**config.mk**
```make
export PLATFORM = sky130hd
export DESIGN_NAME = imem_loader
export DESIGN_NICKNAME = d
export VERILOG_FILES = /design/src/rtl/imem_loader_pkg.sv /design/src/rtl/imem_loader_word_packer.sv /design/src/rtl/imem_loader.sv
export SDC_FILE = /design/constraint.sdc
export NUM_CORES = 1
export LEC_CHECK = 0
export BUFFER_PORTS_ARGS = -buffer_cell sky130_fd_sc_hd__buf_2
export CAP_MARGIN = 20
export CORE_ASPECT_RATIO = 0.8
export CORE_UTILIZATION = 54
export CTS_BUF_LIST = sky130_fd_sc_hd__clkbuf_8
export CTS_CLUSTER_DIAMETER = 40
export DETAILED_ROUTE_END_ITERATION = 8
export GPL_TIMING_DRIVEN = 1
export PLACE_DENSITY = 0.78
export SYNTH_ARGS = -nofsm -noshare
export SYNTH_HDL_FRONTEND = slang
export SYNTH_SLANG_ARGS = --single-unit
```
**constraint.sdc**
```tcl
create_clock -name clk -period 2.5 [get_ports clk]
set_input_delay 0.125 -clock clk [delete_from_list [all_inputs] [get_ports clk]]
set_output_delay 0.125 -clock clk [all_outputs]
set_load 0.02 [all_outputs]
```
**src/rtl/imem_loader_pkg.sv**
```systemverilog
// Shared types and constants for the instruction-memory boot loader.
package imem_loader_pkg;

    typedef enum logic [2:0] {
        StIdle,
        StLen,
        StData,
        StCheck,
        StDone,
        StErr
    } state_e;

    localparam int unsigned CHECKSUM_W     = 8;
    localparam int unsigned BYTES_PER_WORD = 4;
    localparam int unsigned LEN_BYTES      = 4;

    // States in which the loader is consuming frame bytes.
    function automatic logic is_busy(input state_e s);
        return (s == StLen) || (s == StData) || (s == StCheck);
    endfunction

endpackage

```
**src/rtl/imem_loader_word_packer.sv**
```systemverilog
// Little-endian byte-to-word assembler. word_valid and word are combinational
// on the byte that completes a word, so the caller can register the write
// on the same edge that accepts that byte.
module word_packer
    import imem_loader_pkg::*;
(
    input  logic        clk,
    input  logic        reset,
    input  logic        clear,
    input  logic        byte_valid,
    input  logic [7:0]  byte_data,
    output logic        word_valid,
    output logic [31:0] word
);

    localparam int unsigned CNT_W = $clog2(BYTES_PER_WORD);

    logic [CNT_W-1:0] cnt_q;
    logic [31:0]      shift_q;
    logic             last;

    assign last       = (cnt_q == CNT_W'(BYTES_PER_WORD - 1));
    assign word_valid = byte_valid && last;
    // Newest byte lands in the top lane; earlier bytes shift toward bit 0.
    assign word       = {byte_data, shift_q[31:8]};

    // Byte counter and shift register; cleared when a new load starts.
    always_ff @(posedge clk or negedge reset) begin
        if (!reset) begin
            cnt_q   <= '0;
            shift_q <= '0;
        end else if (clear) begin
            cnt_q   <= '0;
            shift_q <= '0;
        end else if (byte_valid) begin
            shift_q <= word;
            cnt_q   <= last ? '0 : cnt_q + 1'b1;
        end
    end

endmodule

```
**src/rtl/imem_loader.sv**
```systemverilog
// Boot-time loader: parses a length/data/checksum byte frame from the host
// link and writes it into instruction memory while holding the core in reset.
module imem_loader
    import imem_loader_pkg::*;
#(
    parameter logic [31:0] BASE_ADDR      = 32'h0000_0000,
    parameter int unsigned DEPTH_WORDS    = 1024,
    parameter int unsigned TIMEOUT_CYCLES = 65535
) (
    input  logic        clk,
    input  logic        reset,
    input  logic        start,
    input  logic        in_valid,
    input  logic [7:0]  in_data,
    output logic        in_ready,
    output logic        mem_we,
    output logic [31:0] mem_addr,
    output logic [31:0] mem_wd,
    output logic        mem_flush,
    output logic        core_hold,
    output logic        done,
    output logic        error,
    output logic [15:0] words_loaded
);

    localparam int unsigned IDLE_W = $clog2(TIMEOUT_CYCLES + 1);

    state_e                  state_q;
    logic [31:0]             len_q;
    logic [CHECKSUM_W-1:0]   sum_q;
    logic [CHECKSUM_W-1:0]   sum_next;
    logic [IDLE_W-1:0]       idle_q;
    logic                    busy;
    logic                    accept;
    logic                    start_ok;
    logic                    timeout_hit;
    logic                    pack_valid;
    logic                    word_valid;
    logic [31:0]             word;

    assign busy        = is_busy(state_q);
    assign accept      = in_valid && in_ready;
    assign start_ok    = start && !busy;
    assign sum_next    = sum_q + in_data;
    assign timeout_hit = !accept && ((32'(idle_q) + 32'd1) == TIMEOUT_CYCLES);
    // The length field is itself one little-endian word, so the packer serves both.
    assign pack_valid  = accept && ((state_q == StLen) || (state_q == StData));

    assign in_ready  = busy;
    // A failed image keeps the core parked until a successful reload.
    assign core_hold = busy || (state_q == StErr);

    word_packer u_packer (
        .clk        (clk),
        .reset      (reset),
        .clear      (start_ok),
        .byte_valid (pack_valid),
        .byte_data  (in_data),
        .word_valid (word_valid),
        .word       (word)
    );

    // Loader FSM with write port, status flags, checksum and idle timer.
    always_ff @(posedge clk or negedge reset) begin
        if (!reset) begin
            state_q      <= StIdle;
            len_q        <= '0;
            sum_q        <= '0;
            idle_q       <= '0;
            mem_we       <= 1'b0;
            mem_addr     <= BASE_ADDR;
            mem_wd       <= '0;
            mem_flush    <= 1'b0;
            done         <= 1'b0;
            error        <= 1'b0;
            words_loaded <= '0;
        end else begin
            mem_we    <= 1'b0;
            mem_flush <= 1'b0;
            if (start_ok) begin
                state_q      <= StLen;
                done         <= 1'b0;
                error        <= 1'b0;
                words_loaded <= '0;
                sum_q        <= '0;
                idle_q       <= '0;
            end else if (busy) begin
                if (accept) begin
                    idle_q <= '0;
                    sum_q  <= sum_next;
                end else begin
                    idle_q <= idle_q + 1'b1;
                end
                if (timeout_hit) begin
                    state_q <= StErr;
                    error   <= 1'b1;
                end else if (accept) begin
                    unique case (state_q)
                        StLen: begin
                            if (word_valid) begin
                                len_q <= word;
                                if (word > DEPTH_WORDS) begin
                                    state_q <= StErr;
                                    error   <= 1'b1;
                                end else if (word == 32'd0) begin
                                    state_q <= StCheck;
                                end else begin
                                    state_q <= StData;
                                end
                            end
                        end
                        StData: begin
                            if (word_valid) begin
                                mem_we       <= 1'b1;
                                mem_addr     <= BASE_ADDR + {14'd0, words_loaded, 2'b00};
                                mem_wd       <= word;
                                words_loaded <= words_loaded + 16'd1;
                                if ((32'(words_loaded) + 32'd1) == len_q) begin
                                    state_q <= StCheck;
                                end
                            end
                        end
                        StCheck: begin
                            if (sum_next == '0) begin
                                state_q   <= StDone;
                                done      <= 1'b1;
                                mem_flush <= 1'b1;
                            end else begin
                                state_q <= StErr;
                                error   <= 1'b1;
                            end
                        end
                        default: ;
                    endcase
                end
            end
        end
    end

endmodule

```
; ---- Word level (Yosys, flattened, before mapping)
; Cells that the tools add are included.
[word_totals]
reg_bits = 161
in_bits = 12
out_inout_bits = 86
word_cells = 118
[op_classes]
n_addsub = 6
magnitude_cmp = 1
eq_ne = 13
mux = 54
n_bitwise = 2
n_reduce_logical = 29
[ops]
columns = cell, n
row1 = $mux 16, 9
row2 = $mux 32, 2
row3 = $add 16x1->17 const B, 2
row4 = $add 16x1->16 const B, 2
row5 = $eq 17x32->1, 1
row6 = $gt 32x11->1 const B, 1
row7 = $logic_not 32->1, 1
row8 = $mux 1, 27
row9 = $mux 3, 8
row10 = $mux 8, 3
row11 = $reduce_and 6->1, 4
row12 = $eq 17x16->1 const B, 1
row13 = $ne 4x3->1 const B, 4
row14 = $reduce_bool 2->1, 7
row15 = $reduce_and 5->1, 2
row16 = $pmux 3 s3, 1
row17 = $add 8x8->8, 1
row18 = $logic_not 8->1, 1
row19 = $eq 3x2->1 const B, 2
row20 = $mux 2, 3
row21 = $logic_and 1x1->1, 5
row22 = $reduce_bool 5->1, 1
row23 = $ne 4x4->1 const B, 1
row24 = $reduce_bool 4->1, 1
row25 = 11 further kinds, 15

; ---- Depth between registers and ports, before layout
[logic_depth]
ltp_word = 12
depth_mapped = 11
mapped_depth_nobuf = 11

; ---- Cells and area by module
; Synthesis repeated with hierarchy kept, for this count alone.
[unflattened]
cells_unflattened = 833
hier_area_um2 = 7795.0
[modules_own_cells]
columns = mod, instances, cells_each, area_each_um2, seq_area_each_um2
row1 = imem_loader, 1, 739, 6640.1, 3178.0
row2 = word_packer, 1, 94, 1154.9, 650.6

; ---- Worst setup path before layout
; OpenSTA, ideal clock, no wires.
[synth_path]
path_type = register to register
from = register words_loaded[1]
to = register state_q[0]
setup_time_ns = 0.119
t_arrival_ns = 2.418
required_ns = 2.381
slack_ns = -0.037
path_stages_with_launch = 10
n_path_buf = 1
synth_period_minus_slack_ns = 2.537
cell_sequence = dfrtp_1 ha_1 buf_2 inv_1 or4_4 xnor2_1 o2111ai_1 nor4_4 a31oi_1 o21a_1
[synth_via]
elab_chain_cells = 4
[synth_lines]
columns = element, line_no
row1 = from (decl), imem_loader.sv:23  ; output logic [15:0] words_loaded
row2 = from (signal assigned), imem_loader.sv:117  ; words_loaded <= words_loaded + 16'd1;
row3 = $add 16x1->17, imem_loader.sv:118  ; if ((32'(words_loaded) + 32'd1) == len_q) begin
row4 = $eq 17x32->1, imem_loader.sv:118
row5 = $ne 4x3->1 (no source line), n/a
row6 = $reduce_and 6->1 (no source line), n/a
row7 = to (signal assigned), imem_loader.sv:119  ; state_q <= StCheck;
row8 = to (signal assigned), imem_loader.sv:125  ; state_q <= StDone;
row9 = to (signal assigned), imem_loader.sv:129  ; state_q <= StErr;
row10 = to (decl), imem_loader.sv:28  ; state_e state_q;
; Every way passes these cells.
; A chain may end at the register's enable or synchronous reset.

; ---- Final worst setup path
[layout_path]
from = register sum_q[0]
to = register state_q[0]
[layout_via]
elab_chain_cells = 8
[layout_lines]
columns = element, line_no
row1 = from (decl), imem_loader.sv:30  ; logic [CHECKSUM_W-1:0] sum_q;
row2 = from (signal assigned), imem_loader.sv:90  ; sum_q <= sum_next;
row3 = $add 8x8->8, imem_loader.sv:44  ; assign sum_next = sum_q + in_data;
row4 = $logic_not 8->1, imem_loader.sv:124  ; if (sum_next == '0) begin
row5 = $mux 1, imem_loader.sv:124
row6 = $pmux 3 s3, imem_loader.sv:98  ; unique case (state_q)
row7 = $mux 3, imem_loader.sv:97  ; end else if (accept) begin
row8 = $mux 3, imem_loader.sv:94  ; if (timeout_hit) begin
row9 = $mux 3, imem_loader.sv:87  ; end else if (busy) begin
row10 = $mux 3, imem_loader.sv:80  ; if (start_ok) begin
row11 = to (signal assigned), imem_loader.sv:81  ; state_q <= StLen;
row12 = to (signal assigned), imem_loader.sv:95  ; state_q <= StErr;
row13 = to (signal assigned), imem_loader.sv:103  ; state_q <= StErr;
; Every way passes these cells. The select of a mux whose other input is x is not followed.

==> run metrics <==
Sw Share 35.4%; die height 110 um; Primary FF master, synth dfrtp_1; layout cells sized above 1 23.6%; Final Hold Fails 0; min-delay src in_data[0]; clock latency on the worst-skew pair 0.46 ns; P_leak 4.50 nW; Antenna diodes 0; reg2reg start sum_q[0]$_DFFE_PN0P_; synth warn 0; outcome finished with violations; FFs w/ async S/R, synth 100%; antenna violations before repair 0; number of DRC markers in iteration 0 approximately 580; Crit Path Max Fanout 2; PD cells just under 900 nW/um^2; initial core utilization 56.4%; Inst Count DP 1081; non-filler cells, final 1124; Worst setup SP type register; area occupied by multi-input gates 3710 um^2; Root Driver clkbuf_8; Post-synth EDFFs 0; critical path arrival 2.88 ns; WL/cell 17.3 um; Seq/Total Area, Yosys 49.0%; CTS buffer count 17; Vias/cell just under 6; vias in the first global route 6127; Clock power frac 26.2%; DRC viols 0; GRT met1 Usage 40.0%; number of port buffers 81; Required @ worst endpoint 2.85 ns; CTS tree done; core area around 14000 um^2; FF+latch count, synth 153; critical path capture point type register; Fill cells between 1000 and 1500; Logic pwr share 29.0%; first-pass GRT wire length 31600 um; GPL Wtd Cong 0.928; failing checks setup timing; Post-DP HPWL between 10000 and 15000 um; worst rel slew slack 29.0%; total number of vias about 6600; synth unique cells 70; MaxCap Viol Count 0; clock buffer depth 2; FP Rows 38; Final Util between 60% and 70%; Net Sw Power 2.80 mW; I/O pin count 98; Syn Inst Count 823; hold depth 4; maximum clock rate 0.394 GHz; All-Layer GR Usage 27.8%; Max rail drop VDD 0.000575 V; clock transition at the registers of the reported paths 0.09 ns; capture point of the worst reg-to-reg path state_q[0]$_DFFE_PN0P_; final wirelength 19500 um; Final Slew Violations 0; Least-Margin Pin Slew ~1.1 ns; final setup margin -0.0361 ns; RSZ-0062 raised after global routing yes; Fin Clk Skew 0.0113 ns; WHS Endpoint mem_wd[24]$_DFFE_PN0P_; setup violators final 2; Register Area 3830 um^2; Top Usage Layer GRT met2; final worst path period share 101%; synthesized cell area 7810 um^2; Routed Antenna Nets 0; worst r2r path cells 9; Tmin final 2.54 ns; fin area 9160 um^2; TritonCTS Sinks around 150; part of the power in registers 44.8%; Post-Place Cell Area 8550 um^2; remaining global-route overflow 0; largest net degree at the start of global routing 75; met2 Usage GRT 43.0%; Pint 5.12 mW; kind of critical path reg2reg; nets 955; HP Class in2reg; Layout area overhead 17.3%; Die X 136 um; DP Worst Slack -0.108 ns; grt met3 use 5.72%; die area 14900 um^2; r2r setup slk -0.04 ns; Avg Synthesized Cell Area 9.49 um^2; H-tree level count 4; TritonRoute pass-1 iters 7
[Yosys cell counts, types with 3 or more instances]
| cell type | n | area share (%) |
|---|---|---|
| a2111oi_0 | 3 | 0.34 |
| a211oi_1 | 3 | 0.29 |
| a21o_1 | 5 | 0.48 |
| a21oi_1 | 17 | 1.1 |
| a22o_1 | 26 | 2.9 |
| a31oi_1 | 11 | 0.88 |
| and2_1 | 6 | 0.48 |
| and3_1 | 5 | 0.40 |
| buf_2 | 12 | 0.77 |
| buf_4 | 17 | 1.6 |
| clkbuf_1 | 34 | 1.6 |
| dfrtp_1 | 153 | 49 |
| ha_1 | 11 | 1.8 |
| inv_1 | 14 | 0.67 |
| mux2_2 | 28 | 4.0 |
| mux2i_1 | 5 | 0.64 |
| nand2_1 | 182 | 8.8 |
| nand2b_1 | 8 | 0.64 |
| nand3_1 | 20 | 1.3 |
| nand4_1 | 17 | 1.4 |
| nor2_1 | 42 | 2.0 |
| nor2b_1 | 6 | 0.48 |
| nor3_1 | 9 | 0.58 |
| nor3b_1 | 6 | 0.58 |
| nor4_1 | 10 | 0.80 |
| o211ai_1 | 3 | 0.29 |
| o21a_1 | 3 | 0.29 |
| o21ai_0 | 63 | 4.0 |
| o21ai_1 | 5 | 0.32 |
| o31ai_1 | 12 | 1.2 |
| o41ai_1 | 5 | 0.56 |
| or3_1 | 5 | 0.40 |
| or4_1 | 5 | 0.48 |
| xnor2_1 | 18 | 2.0 |
| xor2_1 | 11 | 1.2 |
[worst max-delay path by stage]
stage                             end                        start
2_1_floorplan  state_q[0]$_DFFE_PN0P_  words_loaded[1]$_DFFE_PN0P_
3_3_place_gp        error$_DFFE_PN0P_         sum_q[0]$_DFFE_PN0P_
3_5_place_dp        error$_DFFE_PN0P_         sum_q[0]$_DFFE_PN0P_
4_1_cts             error$_DFFE_PN0P_         sum_q[0]$_DFFE_PN0P_
5_1_grt              done$_DFFE_PN0P_         sum_q[0]$_DFFE_PN0P_
6_report       state_q[0]$_DFFE_PN0P_         sum_q[0]$_DFFE_PN0P_
[power groups by stage]
| stage | Combinational, mW | Sequential, mW | Clock [mW] |
|---|---|---|---|
| finish | 2.29 | 3.55 | 2.08 |
| global route | 2.53 | 3.61 | 2.23 |
| CTS | 2.19 | 3.53 | 2.11 |
| detailed placement | 2.14 | 3.57 | 0 |
| global placement | 2.09 | 3.55 | 0 |
| floorplan | 1.61 | 3.36 | 0 |
[per-stage QoR]
step                      TNS, ns  total power [mW]  hold slack (ns)
after floorplan                 0              4.98           -0.171
after global placement          0              5.64            0.101
after detailed placement   -0.156              5.72            0.103
after CTS                       0              7.84           0.0248
after global routing       -0.280              8.37           0.0408
final                     -0.0660              7.92           0.0581
[timing repair]
item / CTS / global route
gates resized for setup: 3 / 15
endpoints found under the setup margin: 3 / 5
pin swaps: 2 / 9
hold endpoints to repair: 64 / 0
hold buffers: 8 / 0
buffers inserted: 0 / 3
[registers in the layout, summed over array words and instances, names as in the netlist]
register / cells
words_loaded: 16
mem_addr: 16
sum_q: 8
done: 1
mem_we: 1
mem_wd: 32
error: 1
u_packer.cnt_q: 2
idle_q: 16
len_q: 32
mem_flush: 1
state_q: 3
u_packer.shift_q: 24
[worst max-delay path, stage by stage (launching register included)]
cell and delay, ns:
dfrtp_1 0.38, ha_2 0.20, inv_2 0.04, fa_2 0.52, nand2_1 0.05, or4b_4 0.57
a211oi_4 0.18, and4_1 0.26, a31oi_1 0.05, o21a_1 0.17
[metal layers]
metal	routed length (um)	part of all wire (%)
met2	9050	46
met5	0	0
met1	9140	47
met3	1090	5.6
met4	179	0.92
[placed cells by master, fill, tap and decap left out, drive strengths merged, types with 9 or more instances in the layout]
master	instances
a21oi	17
a22o	26
a31oi	11
buf	131
clkbuf	17
conb	16
dfrtp	153
ha	11
inv	23
mux2	28
nand2	182
nand3	20
nand4	19
nor2	43
nor3	9
nor4	14
o21ai	68
o31ai	12
xnor2	18
xor2	11
[cell type report]
type	instances	area share, %
multi-input cells	605	40.6
inverters	15	0.615
clock inverters	15	2.24
clock buffers	17	2.55
well taps	180	2.46
flip-flops and latches	153	41.8
repair buffers	139	9.74
[logic make-up after synthesis]
group           count (synthesis)  share of synthesized area, %
xor+xnor                       29                          3.25
fa+ha+maj                      12                          2.02
buf+inv                        80                          4.95
simple gates                  339                          20.8
mux                            33                          4.68
compound gates                176                          15.2
other cells                     1                        0.0480
flops                         153                          49.0
(Power assumes the default switching activity.)
